### config.mk
export PLATFORM = sky130hd
export DESIGN_NAME = key_en_ctrl
export DESIGN_NICKNAME = d
export VERILOG_FILES = /design/src/rtl/key_en_ctrl.sv
export SDC_FILE = /design/constraint.sdc
export NUM_CORES = 1
export LEC_CHECK = 0
export CORE_UTILIZATION = 45
export DETAILED_ROUTE_END_ITERATION = 7
export HOLD_SLACK_MARGIN = 0.08
export SYNTH_ARGS = -nofsm -noshare
export SYNTH_HDL_FRONTEND = slang
export SYNTH_SLANG_ARGS = --single-unit
### constraint.sdc
create_clock -name clk_i -period 2.5 [get_ports clk_i]
set_input_delay 0.25 -clock clk_i [delete_from_list [all_inputs] [get_ports clk_i]]
set_output_delay 0.25 -clock clk_i [all_outputs]
set_load 0.01 [all_outputs]
### src/rtl/key_en_ctrl.sv
// key_en_ctrl: per-channel key debouncer with configurable enable behaviour.
// Each channel synchronises a raw key level, debounces it with a 4-state FSM
// and drives a registered enable according to a 2-bit mode (toggle, pulse,
// level, latch).
// Optional feature: define KEY_EN_CTRL_LONGPRESS_EN to add long-press
// detection (long_o pulse; a long press also clears en_o in toggle mode).
module key_en_ctrl #(
    parameter int unsigned NUM_CH      = 4,
    parameter int unsigned DB_CYC      = 16,
    parameter int unsigned LONG_CYC    = 1024,
    parameter bit          KEY_ACT_LOW = 1'b1
) (
    input  logic                  clk_i,
    input  logic                  rst_ni,
    input  logic [NUM_CH-1:0]     key_i,
    input  logic [2*NUM_CH-1:0]   mode_i,
    input  logic [NUM_CH-1:0]     clr_i,
    output logic [NUM_CH-1:0]     en_o,
    output logic [NUM_CH-1:0]     press_o,
    output logic [NUM_CH-1:0]     long_o
);

    localparam int unsigned CNT_MAX = (DB_CYC > LONG_CYC) ? DB_CYC : LONG_CYC;
    localparam int unsigned CW      = (CNT_MAX > 2) ? $clog2(CNT_MAX) : 1;
    localparam logic [CW-1:0] DB_LAST = CW'(DB_CYC - 1);
`ifdef KEY_EN_CTRL_LONGPRESS_EN
    localparam logic [CW-1:0] LONG_LAST = CW'(LONG_CYC - 1);
    localparam logic [CW-1:0] LONG_PRE  = CW'(LONG_CYC - 2);
`endif

    typedef enum logic [1:0] {StRel, StPressChk, StHeld, StRelChk} state_e;

    logic [NUM_CH-1:0] sync1_q, sync2_q, act;

    // Two-flop synchroniser; resets to the idle (released) key level.
    always_ff @(posedge clk_i or negedge rst_ni) begin
        if (!rst_ni) begin
            sync1_q <= {NUM_CH{KEY_ACT_LOW}};
            sync2_q <= {NUM_CH{KEY_ACT_LOW}};
        end else begin
            sync1_q <= key_i;
            sync2_q <= sync1_q;
        end
    end

    // Normalise polarity so that 1 always means pressed.
    always_comb begin
        act = KEY_ACT_LOW ? ~sync2_q : sync2_q;
    end

    for (genvar c = 0; c < NUM_CH; c++) begin : g_ch
        state_e          state_q;
        logic [CW-1:0]   cnt_q;
        logic            press_q;
        logic            long_q;
        logic            en_q;
        logic            deb;
        logic [1:0]      mode;

        assign mode = mode_i[2*c +: 2];
        assign deb  = (state_q == StHeld) || (state_q == StRelChk);

`ifdef KEY_EN_CTRL_LONGPRESS_EN
        // Remembers a long press already reported, so a release bounce that
        // returns to HELD cannot fire long_o a second time.
        logic long_done_q;
`else
        assign long_q = 1'b0;
`endif

        // Debounce FSM with registered press/long pulses.
        always_ff @(posedge clk_i or negedge rst_ni) begin
            if (!rst_ni) begin
                state_q <= StRel;
                cnt_q   <= '0;
                press_q <= 1'b0;
`ifdef KEY_EN_CTRL_LONGPRESS_EN
                long_q      <= 1'b0;
                long_done_q <= 1'b0;
`endif
            end else begin
                press_q <= 1'b0;
`ifdef KEY_EN_CTRL_LONGPRESS_EN
                long_q  <= 1'b0;
`endif
                unique case (state_q)
                    StRel: begin
                        if (act[c]) begin
                            state_q <= StPressChk;
                            cnt_q   <= '0;
                        end
                    end
                    StPressChk: begin
                        if (!act[c]) begin
                            state_q <= StRel;
                        end else if (cnt_q == DB_LAST) begin
                            state_q <= StHeld;
                            press_q <= 1'b1;
                        end else begin
                            cnt_q <= cnt_q + 1'b1;
                        end
                    end
                    StHeld: begin
                        if (!act[c]) begin
                            state_q <= StRelChk;
                            cnt_q   <= '0;
`ifdef KEY_EN_CTRL_LONGPRESS_EN
                        end else if (cnt_q != LONG_LAST && !long_done_q) begin
                            // Counter carries on from DB_CYC-1 and saturates.
                            cnt_q <= cnt_q + 1'b1;
                            if (cnt_q == LONG_PRE) begin
                                long_q      <= 1'b1;
                                long_done_q <= 1'b1;
                            end
`endif
                        end
                    end
                    StRelChk: begin
                        if (act[c]) begin
                            state_q <= StHeld;
`ifdef KEY_EN_CTRL_LONGPRESS_EN
                            cnt_q   <= DB_LAST;
`endif
                        end else if (cnt_q == DB_LAST) begin
                            state_q <= StRel;
`ifdef KEY_EN_CTRL_LONGPRESS_EN
                            long_done_q <= 1'b0;
`endif
                        end else begin
                            cnt_q <= cnt_q + 1'b1;
                        end
                    end
                    default: state_q <= StRel;
                endcase
            end
        end

        // Enable update per mode; clear (and long press) beats a press.
        always_ff @(posedge clk_i or negedge rst_ni) begin
            if (!rst_ni) begin
                en_q <= 1'b0;
            end else begin
                case (mode)
                    2'b00: begin
                        if (clr_i[c] || long_q) en_q <= 1'b0;
                        else if (press_q)       en_q <= ~en_q;
                    end
                    2'b01: en_q <= press_q;
                    2'b10: en_q <= deb;
                    default: begin
                        if (clr_i[c])     en_q <= 1'b0;
                        else if (press_q) en_q <= 1'b1;
                    end
                endcase
            end
        end

        assign en_o[c]    = en_q;
        assign press_o[c] = press_q;
        assign long_o[c]  = long_q;
    end

endmodule

======== After elaboration in Yosys (flattened, before gate mapping) ========
Cells that the tools add are included.
storage, ports and cells
  flip-flop bits (word level) ............. 64
  bits in latches ......................... 0
  memory bits (writable) .................. 0
  bits in read-only memories .............. 0
  input bits .............................. 18
  logic and storage cells ................. 191
  memories kept ........................... 0
cells by class
  add/sub/neg operators ................... 4
  $mul .................................... 0
  divide/modulo/power cells ............... 0
  magnitude comparators ................... 0
  equality and inequality tests ........... 52
  shift-type cells ........................ 0
  multiplexer cells ....................... 84
  bitwise operators ....................... 5
  reductions and logical operators ........ 28
operator list
  cell                   number
  $mux 10                20
  $pmux 10 s4            4
  $mux 2                 24
  $add 10x1->10 const B  4
  $eq 10x4->1 const B    4
  $ne 2x2->1 const B     16
  $pmux 2 s4             4
  $reduce_and 4->1       8
  $mux 1                 28
  $eq 2x2->1 const B     12
  $ne 3x3->1 const B     8
  $eq 2x1->1 const B     8
  $logic_not 2->1        8
  $reduce_bool 4->1      4
  $ne 3x2->1 const B     4
  $pmux 1 s3             4
  $reduce_and 2->1       4
  $logic_or 1x1->1       4
  $not 1->1              4
  $not 4->4              1

======== Depth between registers and ports, before layout ========
Gate-level depths: netlist of run 1.
  depth after elaboration ................. 4
  gate-level depth with buffers ........... 5

======== Worst setup path before layout of run 1 ========
No wires, ideal clock.
  path kind ............................... reg-to-reg
  start ................................... register g_ch[2].cnt_q[0]
  end ..................................... register g_ch[2].cnt_q[3]
  setup time .............................. 126 ps
  data arrival time ....................... 1466 ps
  data required time ...................... 2374 ps
  path slack .............................. 908 ps
  stages on the path, launching flop included .. 6
  buffers on the path ..................... 1
  cells stage by stage .................... dfrtp_1 -> ha_1 -> and3_1 -> clkbuf_1 -> and3_1 -> o311a_1
on the way
  cells in the longest elaborated chain, start to end .. 4
  elaborated cells between the ends (all ways) .. 6
  those cells by class .................... add/sub: 1; eq/ne: 1; mux: 4
RTL lines
  element                                              line     source
  start, declared                                      53       logic [CW-1:0] cnt_q;
  start signal, assigned                               100      cnt_q <= cnt_q + 1'b1;
  start signal, assigned                               130      cnt_q <= cnt_q + 1'b1;
  $add 10x1->10 / $eq 10x4->1 (equally long branches)  -
  $mux 10 *                                            96, 124
  $mux 10, on equally long branches                    119, 94
  $pmux 10 s4 *                                        86       unique case (state_q)
Every way passes the cells marked *; elsewhere a longest branch is shown, timed or not. The select of a mux whose other input is x is not followed.
A chain may end at the register's enable or synchronous reset.

======== Final worst setup path of run 1 ========
  start ................................... register sync2_q[3]
  end ..................................... register g_ch[3].cnt_q[8]
on the way
  cells in the longest elaborated chain, start to end .. 3
  elaborated cells between the ends (all ways) .. 6
  those cells by class .................... eq/ne: 4; bitwise: 1; reduce/logical: 1
RTL lines
  element                              line  source
  start, declared                      33    logic [NUM_CH-1:0] sync1_q, sync2_q, act;
  start signal, assigned               39    sync2_q <= {NUM_CH{KEY_ACT_LOW}};
  start signal, assigned               42    sync2_q <= sync1_q;
  $not 4->4 *                          48    act = KEY_ACT_LOW ? ~sync2_q : sync2_q;
  $ne 2x2->1 (no source line)          -
  $reduce_and 4->1 (no source line) *  -
  end signal, assigned                 100
  end signal, assigned                 130
  end, declared                        53
Every way passes the cells marked *; elsewhere a longest branch is shown, timed or not.

==> impl_results.md, run 1 <==
* Status: completed
* Clk buf depth at 2
* Number of synthesized register bits at 64
* Pin count of the biggest net entering global routing at 65
* Die area at 9023 µm²
* FP Rows at 33
* HP Class: in2reg
* Setup TNS Final at 0 ns
* Vias/cell at 5.857
* Max_cap viols at 0
* Worst Setup End Kind: register
* PwrDens at 585.5 nW/µm²
* Share of cells above drive strength 1 at 0.09443
* CP startpoint kind: register
* Setup CP Type: reg2reg
* FMAX at between 500 and 600 MHz
* Max transition margin at 0.5363
* Critical Path AT at 1.93 ns
* Dpl cell area at 4148 µm²
* Sink Count at 64
* Yosys cell types at between 60 and 70
* Hold_buf cts at 1
* Worst-Margin Slew at 0.6906 ns
* Final setup viols at 0
* Number of global-route vias before repair at 2,881
* Initial drt markers at 98
* GP Congestion at 0.7936
* # Post-CTS Setup Buffers at 0
* Period utilization at 0.6782
* Clk_skew at 0.01155 ns
* I/O pin count at 30
* Final hold vios at 0
* Post-route cell area at between 4000 and 5000 µm²
* Total CTS buffers at 9
* Total track usage at 0.1869
* Starting density of the core at 0.4689
* Register area share after synthesis at 0.4141
* WP data required at 2.73 ns
* DRT antenna net count at 0
* Die Ht at 94.99 µm
* Via count at 3,034
* WL/cell at between 10 and 15 µm
* Netlist Area Pre-Place at 3891 µm²
* Unrepaired setup endpoints after global routing: no
* Metal-1 WL at 3628 µm
* # DRC at 0
* First-pass GRT wire length at about 13,000 µm
* Top sig layer: met4
* DR WL met3 at 226 µm
* Met2 wire len at 3440 µm
* Initial antenna violation count at 0
* Final Max Tran Viols at 0
* Fillers at 731
* Gate Count Post-Synth at 392
* Die W at 94.99 µm
* Post-layout min period at 1.696 ns
* Nets at 446
* GRT overflow at 0
* TritonCTS clock tree: done
* Syn-to-layout area delta at 12.35%
* Peak VDD IR at 351.7 µV
* Number of port buffers at 25
* Ant. Diodes at 0
* Post-synth EDFFs at 0
* H-Tree Depth at 3
* PostCTS Resize Cnt at 0
* Lkg Pwr at roughly 1.9 nW
* YS warnings at 0
* Post-DP HPWL at 4972 µm
* CP max FO at 7
* Total Wirelength at 7446 µm
* Core Area at 8299 µm²
* Clk_lat worst skew at 0.35 ns
* Async set or reset register ratio after synthesis at 1.000
* Synth Flop Type: dfrtp_1
* Mapped Avg Cell Area at 9.927 µm²
* First-pass detailed-route iteration total at 4
* Clock root cell: clkbuf_8
* Clock slew at reported path FFs at 0.07 ns
report_power, final:
part	internal, W	leakage (nW)	total (W)	switching [W]
clock network	0.000589	0.108	0.000988	0.000399
registers	0.00113	0.840	0.00126	0.000132
logic	0.000159	0.992	0.000314	0.000155
total	0.00187	1.94	0.00256	0.000686
Yosys cell counts, types with 3 or more instances:
master     number  area share
dfrtp_1        56        0.36
nor3b_1         3      0.0058
xnor2_1         4      0.0090
buf_4          14       0.027
and3_1         13       0.021
a211o_1         5       0.011
a31oi_1         9       0.014
nor4_4          3       0.016
nand3b_1        7       0.014
clkbuf_1        8      0.0077
a21oi_1        11       0.014
inv_1          20       0.019
or2_2           4      0.0064
a41o_1          3      0.0077
and2_1          4      0.0064
nand3_1        19       0.024
o31ai_1         4      0.0077
a2111oi_0       4      0.0090
nor4_1          3      0.0048
a221o_1         5       0.013
o21bai_1        6       0.012
buf_2           4      0.0051
o311ai_0        3      0.0068
nand2b_1        3      0.0048
mux2i_1         8       0.021
nand2_1        40       0.039
nand4b_1        4      0.0090
and4b_1         4       0.010
ha_1           20       0.064
or4_1           7       0.014
nor3_1          4      0.0051
o311ai_1        3      0.0068
nor2_1          6      0.0058
o211ai_1       10       0.019
dfstp_2         8       0.054
a22oi_1         4      0.0077
nor2b_1         9       0.014
nand4_1        19       0.031
worst max-delay path, stage by stage (launching register included):
cell and delay, ns:
dfstp_2 0.57, xor2_1 0.45, buf_4 0.23, nor2_1 0.04, a221o_1 0.28
flip-flops by register name, indices dropped and copies added, names as in the netlist, named ones only:
register / cells
g_ch.cnt_q: 40
g_ch.en_q: 4
g_ch.press_q: 4
g_ch.state_q: 4
sync1_q: 4
sync2_q: 4
layer usage:
metal  GRT usage  vias up
met4     0.09217        0
met2      0.2974       57
met3     0.03140       11
met1      0.2456     1472
li1            -     1494
met5           0        -
cells by family (layout without fill, tap and decap cells):
group / after synthesis / after routing / share of synthesized area
other cells: 1 / 4 / 0.0009637
compound gates: 84 / 84 / 0.1666
mux: 10 / 10 / 0.02637
simple gates: 157 / 157 / 0.2428
flops: 64 / 64 / 0.4141
xor+xnor: 8 / 8 / 0.02186
buf+inv: 48 / 66 / 0.06302
fa+ha+maj: 20 / 20 / 0.06431
placed cells by master (no fill, tap or decap), drive strengths merged, types with 6 or more instances in the layout:
cell / Yosys / final
a21oi: 11 / 11
a31oi: 10 / 10
and3: 13 / 13
clkbuf: 8 / 13
clkdlybuf4s50: 0 / 24
dfrtp: 56 / 56
dfstp: 8 / 8
ha: 20 / 20
inv: 21 / 21
mux2i: 8 / 8
nand2: 40 / 40
nand3: 19 / 19
nand3b: 7 / 7
nand4: 19 / 19
nor2: 6 / 6
nor2b: 9 / 9
nor4: 7 / 7
o211ai: 10 / 10
o21bai: 6 / 6
o311ai: 6 / 6
or4: 7 / 7
area by class of cell:
| class | count | area [µm²] | share of cell area |
|---|---|---|---|
| well taps | 105 | 131.4 | 0.03005 |
| clock inverters | 3 | 65.06 | 0.01488 |
| clock buffers | 13 | 148.9 | 0.03406 |
| inverters | 21 | 78.83 | 0.01803 |
| multi-input cells | 283 | 2046 | 0.4679 |
| flip-flops and latches | 64 | 1612 | 0.3686 |
| repair buffers | 29 | 290.3 | 0.06640 |
path summary, 6_finish.rpt:
path,from,endpoint,slack [ns],cells past startpoint
setup / recovery,sync2_q[3],g_ch[3].cnt_q[8],0.80,4
hold / removal,key_i[2],sync1_q[2],0.30,1
setup reg to reg,sync2_q[3],g_ch[3].cnt_q[8],0.80,4
hold reg to reg,sync1_q[0],sync2_q[0],0.36,0
max in group asynchronous,rst_ni,sync1_q[1],1.71,3
min in group asynchronous,rst_ni,g_ch[2].en_q,0.45,3
metrics by stage:
step	utilization	hold slack (ns)	setup slack, ns	cells	power (W)
after floorplan	-	-0.04559	0.9079	395	0.001469
after global placement	0.4998	0.2966	0.7784	501	0.001576
after detailed placement	0.4998	0.2994	0.6319	501	0.001590
after CTS	0.5268	0.2873	0.7865	518	0.002595
after global routing	0.5268	0.2902	0.6746	518	0.002702
final	0.5268	0.3038	0.8045	518	0.002560
Power figures use the tool's default switching activity.
==> run 2, diff against run 1 <==
==> constraint.sdc (replaced) <==
create_clock -name clk_i -period 1.65 [get_ports clk_i]
set_input_delay 0.165 -clock clk_i [delete_from_list [all_inputs] [get_ports clk_i]]
set_output_delay 0.165 -clock clk_i [all_outputs]
set_load 0.01 [all_outputs]
==> impl_results.md, run 2 (synthesis results as in run 1) <==
* Status: completed
* HP Class: in2reg
* Ant. Diodes at 0
* FMAX at ~640 MHz
* Worst-Margin Slew at 0.5292 ns
* DRT antenna net count at 0
* PwrDens at about 870 nW/µm²
* First-pass GRT wire length at 12,940 µm
* Hold WS at around 0.22 ns
* Crit Reg-Reg Startpoint: g_ch[1].cnt_q[1]
* Gate power share at 0.149
* Commonest cells after routing, fill and taps aside: dfrtp_1, nand2_1, buf_4
* Psw at 0.001081 W
* Setup CP Type: reg2reg
* Max_cap viols at 0
* WP data required at between 1.5 and 2 ns
* Switching Fraction at 0.2675
* Cell total after placement at 533
* Unrepaired setup endpoints after global routing: no
* Overall Power at 0.004043 W
* CP max FO at 4
* Initial antenna violation count at 0
* Worst Setup End Kind: register
* First-pass detailed-route iteration total at 4
* Lkg Pwr at 2.108 nW
* WL/cell at 13.62 µm
* Via count at 3,096
* Global Route met1 Usage at 0.2440
* H-Tree Depth at 3
* Fillers at 723
* Area taken by multi-input logic gates at 2076 µm²
* Number of global-route vias before repair at 2,882
* I/O pin count at 30
* Clock share of power at 0.388
* Core Area at 8299 µm²
* Hold Crit Depth at 1
* Final Max Tran Viols at 0
* Sink Count at 64
* Post-DP HPWL at 5197 µm
* # DRC at 0
* FP Rows at 33
* Die area at 9023 µm²
* Vias/cell at 5.629
* Syn-to-layout area delta at 19.74%
* Clk_lat worst skew at about 0.35 ns
* Clk buf depth at 2
* CP max-delay cell: dfrtp_1
* Register-to-Register Path Depth at 4
* Number of port buffers at 25
* Period utilization at 0.9450
* FF-to-FF setup slack at a little over 0.09 ns
* Pin count of the biggest net entering global routing at 65
* Most flops, register: g_ch.cnt_q
* Critical Path AT at 1.78 ns
* Commonest non-fill, non-tap cell in the layout: dfrtp_1
* Clk_skew at 0.01132 ns
* Final non-filler cell total at 550
* Clock root cell: clkbuf_8
* Int Pwr at roughly 0.0030 W
* Highest cell delay on the worst timing path at 0.41 ns
* Die W at 94.99 µm
* Global route hottest layer: met2
* Nets at 478
* Reg2reg end: g_ch[1].cnt_q[0]
* Max reg flops at 40
* TritonCTS clock tree: done
* Post-layout min period at 1.559 ns
* Hold_sp: key_i[0]
* GP Congestion at 0.8237
* Register area at roughly 1600 µm²
* Initial drt markers at 87
* Total CTS buffers at 9
* # Post-CTS Setup Buffers at 0
* Peak VDD IR at 429.4 µV
* Final hold vios at 0
* Max transition margin at 0.6472
* Worst Setup SP: g_ch[1].cnt_q[1]
* Total track usage at 0.1837
* Total Wirelength at ~7500 µm
* Reg power frac at 0.463
* Hold Crit Endpoint: sync1_q[0]
* Final setup viols at 0
* Met2 GRT Util at 0.2938
* Share of cells above drive strength 1 at 0.1663
* Crit-path cells: ha_1, and4b_1, a31oi_2, mux2_1
* Die Ht at 94.99 µm
* Starting density of the core at 0.4689
* CP startpoint kind: register
* Dpl cell area at around 4400 µm²
* Layout Utilization at 0.5614
* GRT overflow at 0
* Post-route cell area at 4659 µm²
* Met3 usage at 0.02899
* Clock slew at reported path FFs at 0.08 ns
## run 2: critical path: cells and delay by family (launching register included)
family / cells / cell delay, ns
muxes: 1 / 0.34
and+or+nand+nor: 1 / 0.25
adders and majority gates: 1 / 0.24
DFF: 1 / 0.41
AOI/OAI and AO/OA: 1 / 0.22
## run 2: how the worst max path moves through the flow
stage	depth (start not counted)	endpoint	slack, ns
2_1_floorplan	5	g_ch[2].cnt_q[3]	0.06
3_3_place_gp	5	g_ch[0].en_q	0.06
3_5_place_dp	5	g_ch[3].en_q	-0.02
4_1_cts	3	g_ch[0].cnt_q[9]	0.06
5_1_grt	5	g_ch[0].cnt_q[1]	0.02
6_report	4	g_ch[1].cnt_q[0]	0.09
## run 2: area by class of cell
cell class	instances	area share
clock buffer	12	0.03330
clock inverter	4	0.01638
inverter	21	0.01692
multi-input combinational	283	0.4455
sequential	64	0.3459
tap	105	0.02820
timing repair buffer	61	0.1139
## run 2: through the flow
step / worst slack [ns] / TNS [ns]
floorplan: 0.05786 / 0
global placement: 0.05614 / 0
detailed placement: -0.01509 / -0.01509
CTS: 0.06208 / 0
global route: 0.02371 / 0
finish: 0.09074 / 0
## run 2: repair_timing
item	4_1_cts	5_1_grt
hold buffers	1	0
endpoints found under the setup margin	0	6
hold endpoints to repair	56	0
gates resized for setup	0	3
## run 2: metal layers
layer | part of all wire | vias up
li1 | - | 1559
met1 | 0.50 | 1486
met2 | 0.45 | 40
met3 | 0.029 | 11
met4 | 0.016 | 0
met5 | 0 | -
## run 2: power groups by stage
stage	registers, W	logic [W]	clock network, W
5_1_grt	0.00190	0.000683	0.00167
6_report	0.00187	0.000604	0.00157
2_1_floorplan	0.00186	0.000371	0
3_3_place_gp	0.00189	0.000587	0
3_5_place_dp	0.00190	0.000606	0
4_1_cts	0.00187	0.000611	0.00161
